**config.mk**
```make
export PLATFORM = sky130hd
export DESIGN_NAME = cpu_check_ext
export DESIGN_NICKNAME = d
export VERILOG_FILES = /design/src/rtl/cpu_check_pkg.sv /design/src/rtl/cpu_check_char_class.sv /design/src/rtl/cpu_check_ext.sv
export SDC_FILE = /design/constraint.sdc
export NUM_CORES = 1
export LEC_CHECK = 0
export ABC_AREA = 1
export CAP_MARGIN = 0
export CORE_UTILIZATION = 45
export CTS_CLUSTER_SIZE = 24
export DETAILED_ROUTE_END_ITERATION = 6
export DONT_BUFFER_PORTS = 1
export GPL_TIMING_DRIVEN = 0
export PLACE_DENSITY = 0.58
export SETUP_SLACK_MARGIN = 0.15
export SYNTH_ARGS = -nofsm -noshare
export SYNTH_HDL_FRONTEND = slang
export SYNTH_SLANG_ARGS = --single-unit
export TNS_END_PERCENT = 100
```
**constraint.sdc**
```tcl
create_clock -name clk -period 2.5 [get_ports clk]
set_clock_uncertainty 0.05 [all_clocks]
set_input_delay 0.125 -clock clk [delete_from_list [all_inputs] [get_ports clk]]
set_output_delay 0.125 -clock clk [all_outputs]
set_load 0.01 [all_outputs]
```
**src/rtl/cpu_check_pkg.sv**
```systemverilog
// Shared definitions for the CPU trace-record checker: FSM states,
// ASCII delimiters, error-bit positions and the field digit-counter width.
package cpu_check_pkg;

  typedef enum logic [3:0] {
    S_IDLE, S_CARET, S_TIME, S_AT, S_PC, S_COLON, S_DOLLAR, S_STAR,
    S_GRF, S_ADDR, S_SP, S_LT, S_EQ, S_DATA, S_HASH
  } state_e;

  localparam logic [7:0] CH_CARET  = 8'h5E;
  localparam logic [7:0] CH_AT     = 8'h40;
  localparam logic [7:0] CH_COLON  = 8'h3A;
  localparam logic [7:0] CH_SPACE  = 8'h20;
  localparam logic [7:0] CH_DOLLAR = 8'h24;
  localparam logic [7:0] CH_STAR   = 8'h2A;
  localparam logic [7:0] CH_LT     = 8'h3C;
  localparam logic [7:0] CH_EQ     = 8'h3D;
  localparam logic [7:0] CH_HASH   = 8'h23;

  localparam int unsigned ERR_PC   = 0;
  localparam int unsigned ERR_ADDR = 1;
  localparam int unsigned ERR_GRF  = 2;
  localparam int unsigned ERR_RSV  = 3;

  // Field digit counter width; counters saturate at all-ones.
  localparam int unsigned DCNT_W = 8;

endpackage

```
**src/rtl/cpu_check_char_class.sv**
```systemverilog
// Combinational character classifier: decimal digit, hex digit and nibble value.
// CPU_CHECK_UPPER_HEX_EN: when defined, 'A'-'F' are also hex digits.
module cpu_check_char_class (
  input  logic [7:0] ch_i,
  output logic       is_dec_o,
  output logic       is_hex_o,
  output logic [3:0] nibble_o
);

  // Decode one ASCII character into digit class and value
  always_comb begin
    is_dec_o = 1'b0;
    is_hex_o = 1'b0;
    nibble_o = '0;
    if (ch_i >= 8'h30 && ch_i <= 8'h39) begin
      is_dec_o = 1'b1;
      is_hex_o = 1'b1;
      nibble_o = ch_i[3:0];
    end else if (ch_i >= 8'h61 && ch_i <= 8'h66) begin
      is_hex_o = 1'b1;
      nibble_o = 4'(ch_i[3:0] + 4'd9);
`ifdef CPU_CHECK_UPPER_HEX_EN
    end else if (ch_i >= 8'h41 && ch_i <= 8'h46) begin
      is_hex_o = 1'b1;
      nibble_o = 4'(ch_i[3:0] + 4'd9);
`endif
    end
  end

endmodule

```
**src/rtl/cpu_check_ext.sv**
```systemverilog
// Byte-serial recogniser for CPU trace records with pc/addr/grf semantic
// checks and a saturating count of good records.
// CPU_CHECK_UPPER_HEX_EN: when defined, upper-case hex is accepted in pc/addr/data.
module cpu_check_ext
  import cpu_check_pkg::*;
#(
  parameter int unsigned TIME_DIGITS = 4,
  parameter int unsigned GRF_DIGITS  = 4,
  parameter int unsigned HEX_DIGITS  = 8,
  parameter logic [31:0] PC_LO       = 32'h3000,
  parameter logic [31:0] PC_HI       = 32'h6ffc,
  parameter logic [31:0] ADDR_HI     = 32'h2ffc,
  parameter int unsigned CNT_W       = 16
) (
  input  logic             clk,
  input  logic             reset,
  input  logic [7:0]       char,
  output logic [1:0]       format_type,
  output logic [3:0]       error_code,
  output logic [CNT_W-1:0] rec_cnt
);

  localparam logic [DCNT_W-1:0] TIME_N = DCNT_W'(TIME_DIGITS);
  localparam logic [DCNT_W-1:0] GRF_N  = DCNT_W'(GRF_DIGITS);
  localparam logic [DCNT_W-1:0] HEX_N  = DCNT_W'(HEX_DIGITS);

  state_e            state_q, state_d;
  logic [DCNT_W-1:0] cnt_q, cnt_d, cnt_inc;
  logic [31:0]       pc_q, pc_d, addr_q, addr_d;
  logic [13:0]       grf_q, grf_d;
  logic              mem_q, mem_d;
  logic [CNT_W-1:0]  rec_cnt_q, rec_cnt_d;

  logic       is_dec, is_hex;
  logic [3:0] nib;
  logic       in_hash, pc_bad, addr_bad, grf_bad;

  cpu_check_char_class u_class (
    .ch_i     (char),
    .is_dec_o (is_dec),
    .is_hex_o (is_hex),
    .nibble_o (nib)
  );

  assign cnt_inc = (cnt_q == '1) ? cnt_q : cnt_q + 1'b1;

  // State register, field counter, accumulators and good-record counter
  always_ff @(posedge clk or negedge reset) begin
    if (!reset) begin
      state_q   <= S_IDLE;
      cnt_q     <= '0;
      pc_q      <= '0;
      addr_q    <= '0;
      grf_q     <= '0;
      mem_q     <= 1'b0;
      rec_cnt_q <= '0;
    end else begin
      state_q   <= state_d;
      cnt_q     <= cnt_d;
      pc_q      <= pc_d;
      addr_q    <= addr_d;
      grf_q     <= grf_d;
      mem_q     <= mem_d;
      rec_cnt_q <= rec_cnt_d;
    end
  end

  // Next state: '^' restarts from anywhere; anything unexpected falls to IDLE
  always_comb begin
    state_d = S_IDLE;
    cnt_d   = cnt_q;
    pc_d    = pc_q;
    addr_d  = addr_q;
    grf_d   = grf_q;
    mem_d   = mem_q;
    if (char == CH_CARET) begin
      state_d = S_CARET;
      cnt_d   = '0;
      pc_d    = '0;
      addr_d  = '0;
      grf_d   = '0;
      mem_d   = 1'b0;
    end else begin
      unique case (state_q)
        S_CARET: if (is_dec) begin state_d = S_TIME; cnt_d = DCNT_W'(1); end
        S_TIME: begin
          if (is_dec && cnt_q < TIME_N) begin state_d = S_TIME; cnt_d = cnt_inc; end
          else if (char == CH_AT)       state_d = S_AT;
        end
        S_AT: if (is_hex) begin state_d = S_PC; cnt_d = DCNT_W'(1); pc_d = {28'd0, nib}; end
        S_PC: begin
          if (is_hex && cnt_q < HEX_N) begin
            state_d = S_PC;
            cnt_d   = cnt_inc;
            pc_d    = {pc_q[27:0], nib};
          end else if (char == CH_COLON && cnt_q == HEX_N) state_d = S_COLON;
        end
        S_COLON: begin
          if (char == CH_SPACE)       state_d = S_COLON;
          else if (char == CH_DOLLAR) begin state_d = S_DOLLAR; mem_d = 1'b0; end
          else if (char == CH_STAR)   begin state_d = S_STAR;   mem_d = 1'b1; end
        end
        S_DOLLAR: if (is_dec) begin state_d = S_GRF; cnt_d = DCNT_W'(1); grf_d = {10'd0, nib}; end
        S_STAR: if (is_hex) begin state_d = S_ADDR; cnt_d = DCNT_W'(1); addr_d = {28'd0, nib}; end
        S_GRF: begin
          if (is_dec && cnt_q < GRF_N) begin
            state_d = S_GRF;
            cnt_d   = cnt_inc;
            grf_d   = 14'(grf_q * 14'd10 + {10'd0, nib});
          end else if (char == CH_SPACE) state_d = S_SP;
          else if (char == CH_LT)        state_d = S_LT;
        end
        S_ADDR: begin
          if (is_hex && cnt_q < HEX_N) begin
            state_d = S_ADDR;
            cnt_d   = cnt_inc;
            addr_d  = {addr_q[27:0], nib};
          end else if (cnt_q == HEX_N && char == CH_SPACE) state_d = S_SP;
          else if (cnt_q == HEX_N && char == CH_LT)        state_d = S_LT;
        end
        S_SP: begin
          if (char == CH_SPACE)   state_d = S_SP;
          else if (char == CH_LT) state_d = S_LT;
        end
        S_LT: if (char == CH_EQ) state_d = S_EQ;
        S_EQ: begin
          if (char == CH_SPACE) state_d = S_EQ;
          else if (is_hex)      begin state_d = S_DATA; cnt_d = DCNT_W'(1); end
        end
        S_DATA: begin
          if (is_hex && cnt_q < HEX_N) begin state_d = S_DATA; cnt_d = cnt_inc; end
          else if (char == CH_HASH && cnt_q == HEX_N) state_d = S_HASH;
        end
        default: state_d = S_IDLE;
      endcase
    end
  end

  // Record result decoded from registered state; good records bump the counter
  always_comb begin
    in_hash   = (state_q == S_HASH);
    pc_bad    = (pc_q[1:0] != 2'b00) || (pc_q < PC_LO) || (pc_q > PC_HI);
    addr_bad  = mem_q && ((addr_q[1:0] != 2'b00) || (addr_q > ADDR_HI));
    grf_bad   = !mem_q && (grf_q > 14'd31);
    format_type = '0;
    error_code  = '0;
    if (in_hash) begin
      format_type          = mem_q ? 2'b10 : 2'b01;
      error_code[ERR_PC]   = pc_bad;
      error_code[ERR_ADDR] = addr_bad;
      error_code[ERR_GRF]  = grf_bad;
      error_code[ERR_RSV]  = 1'b0;
    end
    rec_cnt_d = rec_cnt_q;
    if (in_hash && error_code == '0 && rec_cnt_q != '1) rec_cnt_d = rec_cnt_q + 1'b1;
  end

  assign rec_cnt = rec_cnt_q;

endmodule
```
==> results of run 1 <==
[area by class of cell]
| type | instances | area (sq um) | share of cell area |
|---|---|---|---|
| multi-input combinational | 626 | 3842 | 0.4849 |
| sequential | 107 | 2679 | 0.3381 |
| inverter | 122 | 466.7 | 0.05890 |
| tap | 188 | 235.2 | 0.02969 |
| clock buffer | 9 | 225.2 | 0.02842 |
| buffer | 21 | 207.7 | 0.02621 |
| timing repair buffer | 22 | 171.4 | 0.02163 |
| clock inverter | 7 | 96.34 | 0.01216 |
[layer usage]
layer	GRT usage	share of wire	vias to the layer above
li1	-	-	2893
met1	0.2758	0.47	2700
met2	0.3585	0.48	100
met3	0.03965	0.033	12
met4	0.05882	0.012	0
met5	0	0	-
[per-stage QoR]
stage	worst slack (ns)	std cells	hold WS (ns)
after floorplan	-0.09263	876	-0.2206
after global placement	-0.5103	1064	-0.2166
after detailed placement	-0.5724	1064	-0.2173
after CTS	0.04094	1087	-0.6091
after global routing	-0.01851	1102	-0.6201
final	0.08974	1102	-0.5947
[worst min path at each step]
stage / cells after the start / endpoint / from / slack (ns)
5_1_grt: 0 / rec_cnt[7] / reset / -0.62
3_5_place_dp: 0 / rec_cnt[15] / reset / -0.22
2_1_floorplan: 0 / addr_q[0] / reset / -0.22
3_3_place_gp: 0 / pc_q[29] / reset / -0.22
4_1_cts: 0 / rec_cnt[7] / reset / -0.61
6_report: 0 / rec_cnt[7] / reset / -0.59
[synthesized netlist by cell type, drive strengths merged (9+ instances only)]
cell type,instances
nand2,240
inv,122
dfrtp,107
o21ai,105
nand3,90
nor2,82
ha,29
buf,21
nand4,17
a21oi,15
nor3,13
xnor2,9
xor2,9
[cells by family after synthesis]
group | Yosys count
AO/OA/AOI/OAI | 127
AND/OR/NAND/NOR | 449
adder cells (fa/ha/maj) | 31
other | 1
XOR/XNOR | 18
buffers and inverters | 143
flip-flops | 107
[flip-flops by register name, indices dropped and copies added (netlist names)]
| signal | flops |
|---|---|
| addr_q | 32 |
| pc_q | 32 |
| rec_cnt | 16 |
| grf_q | 14 |
| cnt_q | 8 |
| state_q | 4 |
| mem_q | 1 |
[worst max-delay path, cell delays in order, from the launching register on]
cell,delay (ns)
dfrtp_1,0.42
ha_4,0.26
ha_4,0.16
fa_1,0.52
nand2_1,0.08
nor2_1,0.08
nand2_1,0.08
a21oi_2,0.16
nand3_2,0.13
nor2_4,0.14
nand3_2,0.07
nand2_1,0.06
nand3_1,0.08
nand2_1,0.07
[power breakdown]
part | internal, uW | total, uW | switching [uW]
Combinational | 127 | 281 | 153
Clock | 806 | 1530 | 720
Sequential | 1820 | 1880 | 60.1
Total | 2750 | 3680 | 933
[repair_timing]
item,CTS,global route
hold endpoints to repair,109,107
gates resized for setup,19,16
setup buffers,6,15
setup endpoints to repair,6,8
gates cloned,0,0
pin swaps,10,16
==> results.cfg, run 1 <==
[yosys]
yosysSeqAreaShare = 0.3844
yosys.area_share.simple = 0.3122
ys.flop_type = dfrtp_1
avgSynthCellArea_sq_um = 7.951
syn_area_sq_um = 6965
synth_fp_nets = 917
synth_cell_types = 43
synthAdderAreaFrac = 0.05784
synth_edf_count = 0
yosys-top-cells-area = dfrtp_1 38%, nand2_1 12%, o21ai_2 7.4%, inv_1 6.2%, ha_1 5.2%
synth_top_family_by_area = simple AND/OR/NAND/NOR gates
ys_ff_latch = 107
synth_mux_area_frac = 0
ys_warn_count = 0
synth_compound_area_frac = 0.1250
synth_top_area_frac = 0.3844
synth-xor-area-share = 0.02371
synth_cells = 876
async_flop_share = 1.000
yosys.area.top_type = dfrtp_1

[die]
core-area_sq_um = 15150
die_w_um = 126.4
start_util = 0.4599
die_y_um = 126.4
ios = 32
die_area_sq_um = 15980
fp-row-count = 45

[finish]
layout-drive-gt1-share = 0.2429
nets = 950
final_common_cell = nand2_1
syn_to_final_growth_pct = 13.76
fill_cells = 1419
fin_util = 0.5232
layout_common_cells = 218 x nand2_1, 110 x inv_1, 106 x dfrtp_1, 65 x nor2_1, 59 x o21ai_2
n_antenna_cell = 0
finalInstanceArea_sq_um = 7924

[timing]
setup_viol = 0
hold_viol = 107
worst_pin_slew_ns = 0.6867
fin_tns_setup_ns = 0
timing.fmax_mhz = 414.9
slew_viol_final = 0
maxSlewHeadroom = 0.5374
finalCritPeriodShare = 0.9641
rsz0062_at_grt = yes
hold_slack_ns = -0.5947
final.min_clock_period_ns = 2.410

[critical_path]
r2r_end = grf_q[12]
end_kind = flop
rrSetupSlack_ns = 0.09
endpoint = grf_q[12]
crit_path_start = grf_q[3]
reg2reg_depth = 13
worstPathMaxFanout = 4
cp.arrival_ns = 2.66
start_kind = flop
required_ns = 2.75
r2r-start = grf_q[3]
path_class = flop to flop

[clock_tree]
h-tree-depth = 3
hold_buffers = 1
cts_buffers = 9
clockRootBuffer = clkbuf_16
cts_tree = done
clk_latency_ns = 0.35
cts.sinks = 107
clk_path_buf_depth = 2
cts.reportedPaths.clkPinSlew_ns = 0.08

[drt]
first_iter_violations = 293
routed_via_density = 5.177
postRouteAntennaNets = 0
drtPass1Iterations = 5
routed_wl_um = 15910
wl_per_cell_um = 14.43
drcViolationCount = 0
vias = 5705

[place]
dpl_cell_area_sq_um = 7283
place_congestion = 0.9011
dp_hpwl_um = 11720
numPortBuffers = 0

[global_route]
antenna_found_initial = 0
grt_pass1_wl_um = 27340
grt_max_degree = 108
grt_pass1_vias = 5790
gr-total-overflow = 0
grt_usage = 0.2113

[flow_run]
cap_violations = 0

[status]
violations = hold timing
status = finished with violations

[pwr]
p_leak_uw = 0.003800
ir_worst_vdd_v = 0.0003503
finalPower_uw = 3683
power_density_nw_per_um2 = 464.8

[worst_hold_path]
worstHoldPathType = input port to async pin
Power figures use the tool's default switching activity.
==> inputs of run 2 (changes only) <==
- ABC_AREA: 1 -> 0
==> run 2 against run 1 <==
Against the previous run:
- the flow finishes with violations (hold timing, setup timing)
- synthesized cell count is 19% lower
- power down 8.6%
- via count fell by 9.2%
- global-route usage is 0.53 points higher
- maximum frequency is 15% lower
- wire length down 7.8%
- critical path type unchanged
- critical endpoint is now grf_q[13]
- highest routed layer unchanged
==> results.cfg, run 2 <==
[status]
status = finished with violations
violations = hold timing, setup timing

[finish]
nets = 795
layout-drive-gt1-share = 0.2134
n_antenna_cell = 0
final_common_cell = nand2_1
layout_common_cells = 136 x nand2_1, 105 x dfrtp_1, 76 x nand3_1, 41 x nor2_1, 36 x buf_4
seqCellArea_sq_um = 2680
syn_to_final_growth_pct = 19.87
multi_input_comb_area_sq_um = 3616
fill_cells = 1214
finalInstanceArea_sq_um = 7420

[yosys]
synth_cells = 708
synth_top_area_frac = 0.4326
yosys.area.top_type = dfrtp_1
yosys-top-cells-area = dfrtp_1 43%, nand2_1 9.6%, nand3_1 6.5%, ha_1 5.9%, nor2_1 2.8%
yosysMostFrequentCell = nand2_1
synth_fp_nets = 749
yosysSeqAreaShare = 0.4326
synth_edf_count = 0
syn_area_sq_um = 6190
avgSynthCellArea_sq_um = 8.742
ys_warn_count = 0
async_flop_share = 1.000
synth_cell_types = 67
ys.flop_type = dfrtp_1
yosys-top-cells-count = 158 x nand2_1, 107 x dfrtp_1, 81 x nand3_1
ys_ff_latch = 107

[critical_path]
worstPathMaxFanout = 3
path_class = flop to flop
cp.arrival_ns = 3.01
start_kind = flop
end_kind = flop
reg2reg_depth = 10
required_ns = 2.67

[die]
core-area_sq_um = 13350
die_w_um = 119.3
fp-row-count = 42
die_area_sq_um = 14230
die_y_um = 119.3
start_util = 0.4637
ios = 32

[timing]
timing.fmax_mhz = 352.1
rsz0062_at_grt = yes
worst_pin_slew_ns = 0.7926
maxSlewHeadroom = 0.4716
setup_viol = 6
final.min_clock_period_ns = 2.840
worst_slack_ns = -0.3399
finalCritPeriodShare = 1.136
slew_viol_final = 0
fin_tns_setup_ns = -1.530
hold_viol = 107
hold_slack_ns = -0.5772

[clock_tree]
cts.reportedPaths.clkPinSlew_ns = 0.07
clk_latency_ns = 0.35
clockRootBuffer = clkbuf_16
cts_buffers = 9
cts.sinks = 107
h-tree-depth = 3
cts_tree = done
clk_path_buf_depth = 2

[pwr]
switchingPower_uw = 743.4
power_density_nw_per_um2 = 453.7
internal_power_uw = 2623
swShare = 0.2208
pwr-share-clk = 0.436
p_leak_uw = 0.003537
p_seq_frac = 0.527
ir_worst_vdd_v = 0.0003748
power_frac_comb = 0.037

[global_route]
grt_max_degree = 108
antenna_found_initial = 0
gr-total-overflow = 0
grt_pass1_wl_um = 24790
grt_usage = 0.2166
grt_pass1_vias = 5052

[place]
dp_hpwl_um = 10020
dp_slack_ns = -0.8377
dpl_cell_area_sq_um = 6465
numPortBuffers = 0
place_congestion = 0.8908

[drt]
wl_per_cell_um = 15.69
drtPass1Iterations = 4
vias = 5182
routed_via_density = 5.542
routed_wl_um = 14670
drcViolationCount = 0
first_iter_violations = 380
postRouteAntennaNets = 0

[flow_run]
cap_violations = 0

[worst_hold_path]
worstHoldPathType = input port to async pin
run 2: changes by cell type after synthesis, moves of 15 or more:
cell / previous run / this run
clkbuf_1: 0 / 15
inv_1: 115 / 18
nand2_1: 224 / 158
nand3_1: 65 / 81
nand3_2: 23 / 1
nor2_1: 70 / 46
o21ai_2: 59 / 2
run 2: repair_timing:
| action | 4_1_cts | 5_1_grt |
|---|---|---|
| setup endpoints to repair | 38 | 66 |
| gates resized for setup | 18 | 82 |
| gates cloned | 0 | 1 |
| buffers inserted | 15 | 19 |
| endpoints found under the hold margin | 107 | 107 |
| pin swaps | 11 | 43 |
run 2: worst max-delay path: stages (launching register included):
cell and delay (ns):
dfrtp_2 0.45, ha_4 0.25, ha_4 0.16, fa_2 0.38, a211oi_4 0.31, nor3b_4 0.10, nor4_4 0.30, nand4_1 0.19
nor4b_2 0.30, xnor2_1 0.15, o21ai_1 0.07
run 2: worst paths after layout:
path,start,end,slack (ns)
min in group clk,char[0],grf_q[0],0.09
min,reset,grf_q[13],-0.58
min reg2reg,pc_q[6],pc_q[6],0.42
max,grf_q[3],grf_q[13],-0.34
max reg2reg,grf_q[3],grf_q[13],-0.34
max in group asynchronous,reset,addr_q[3],2.81
run 2: cell type report:
type                            count  area share
Clock buffer                       11     0.03272
Clock inverter                      5    0.008094
Tap cell                          176     0.02968
Inverter                           18     0.01180
Buffer                             34     0.03019
Multi-Input combinational cell    549      0.4874
Sequential cell                   107      0.3612
Timing Repair Buffer               35     0.03895
run 2: metal layers:
layer,share of wire,vias to the layer above,GRT usage
li1,-,2553,-
met1,0.48,2501,0.2994
met2,0.46,109,0.3368
met3,0.048,19,0.05843
met4,0.015,0,0.05063
met5,0,-,0
run 2: logic make-up after synthesis:
| kind of cell | after synthesis | synth area share |
|---|---|---|
| xor+xnor | 32 | 0.04528 |
| mux | 3 | 0.005054 |
| flops | 107 | 0.4326 |
| other cells | 1 | 0.0006058 |
| buf+inv | 52 | 0.04245 |
| simple gates | 385 | 0.3077 |
| compound gates | 97 | 0.1013 |
| fa+ha+maj | 31 | 0.06509 |
run 2: metrics by stage:
| stage | utilization | std cells | total power, uW |
|---|---|---|---|
| final | 0.5559 | 935 | 3366 |
| after global routing | 0.5559 | 935 | 3494 |
| after CTS | 0.5220 | 915 | 3392 |
| after detailed placement | 0.4843 | 884 | 1912 |
| after global placement | 0.4843 | 884 | 1911 |
| after floorplan | - | 708 | 1887 |
run 2: power groups by stage:
| stage | Clock [uW] | Combinational [uW] | Sequential [uW] |
|---|---|---|---|
| 4_1_cts | 1510 | 115 | 1770 |
| 6_report | 1470 | 125 | 1770 |
| 5_1_grt | 1580 | 140 | 1780 |
| 3_5_place_dp | 0 | 107 | 1810 |
| 2_1_floorplan | 0 | 87.4 | 1800 |
| 3_3_place_gp | 0 | 105 | 1810 |
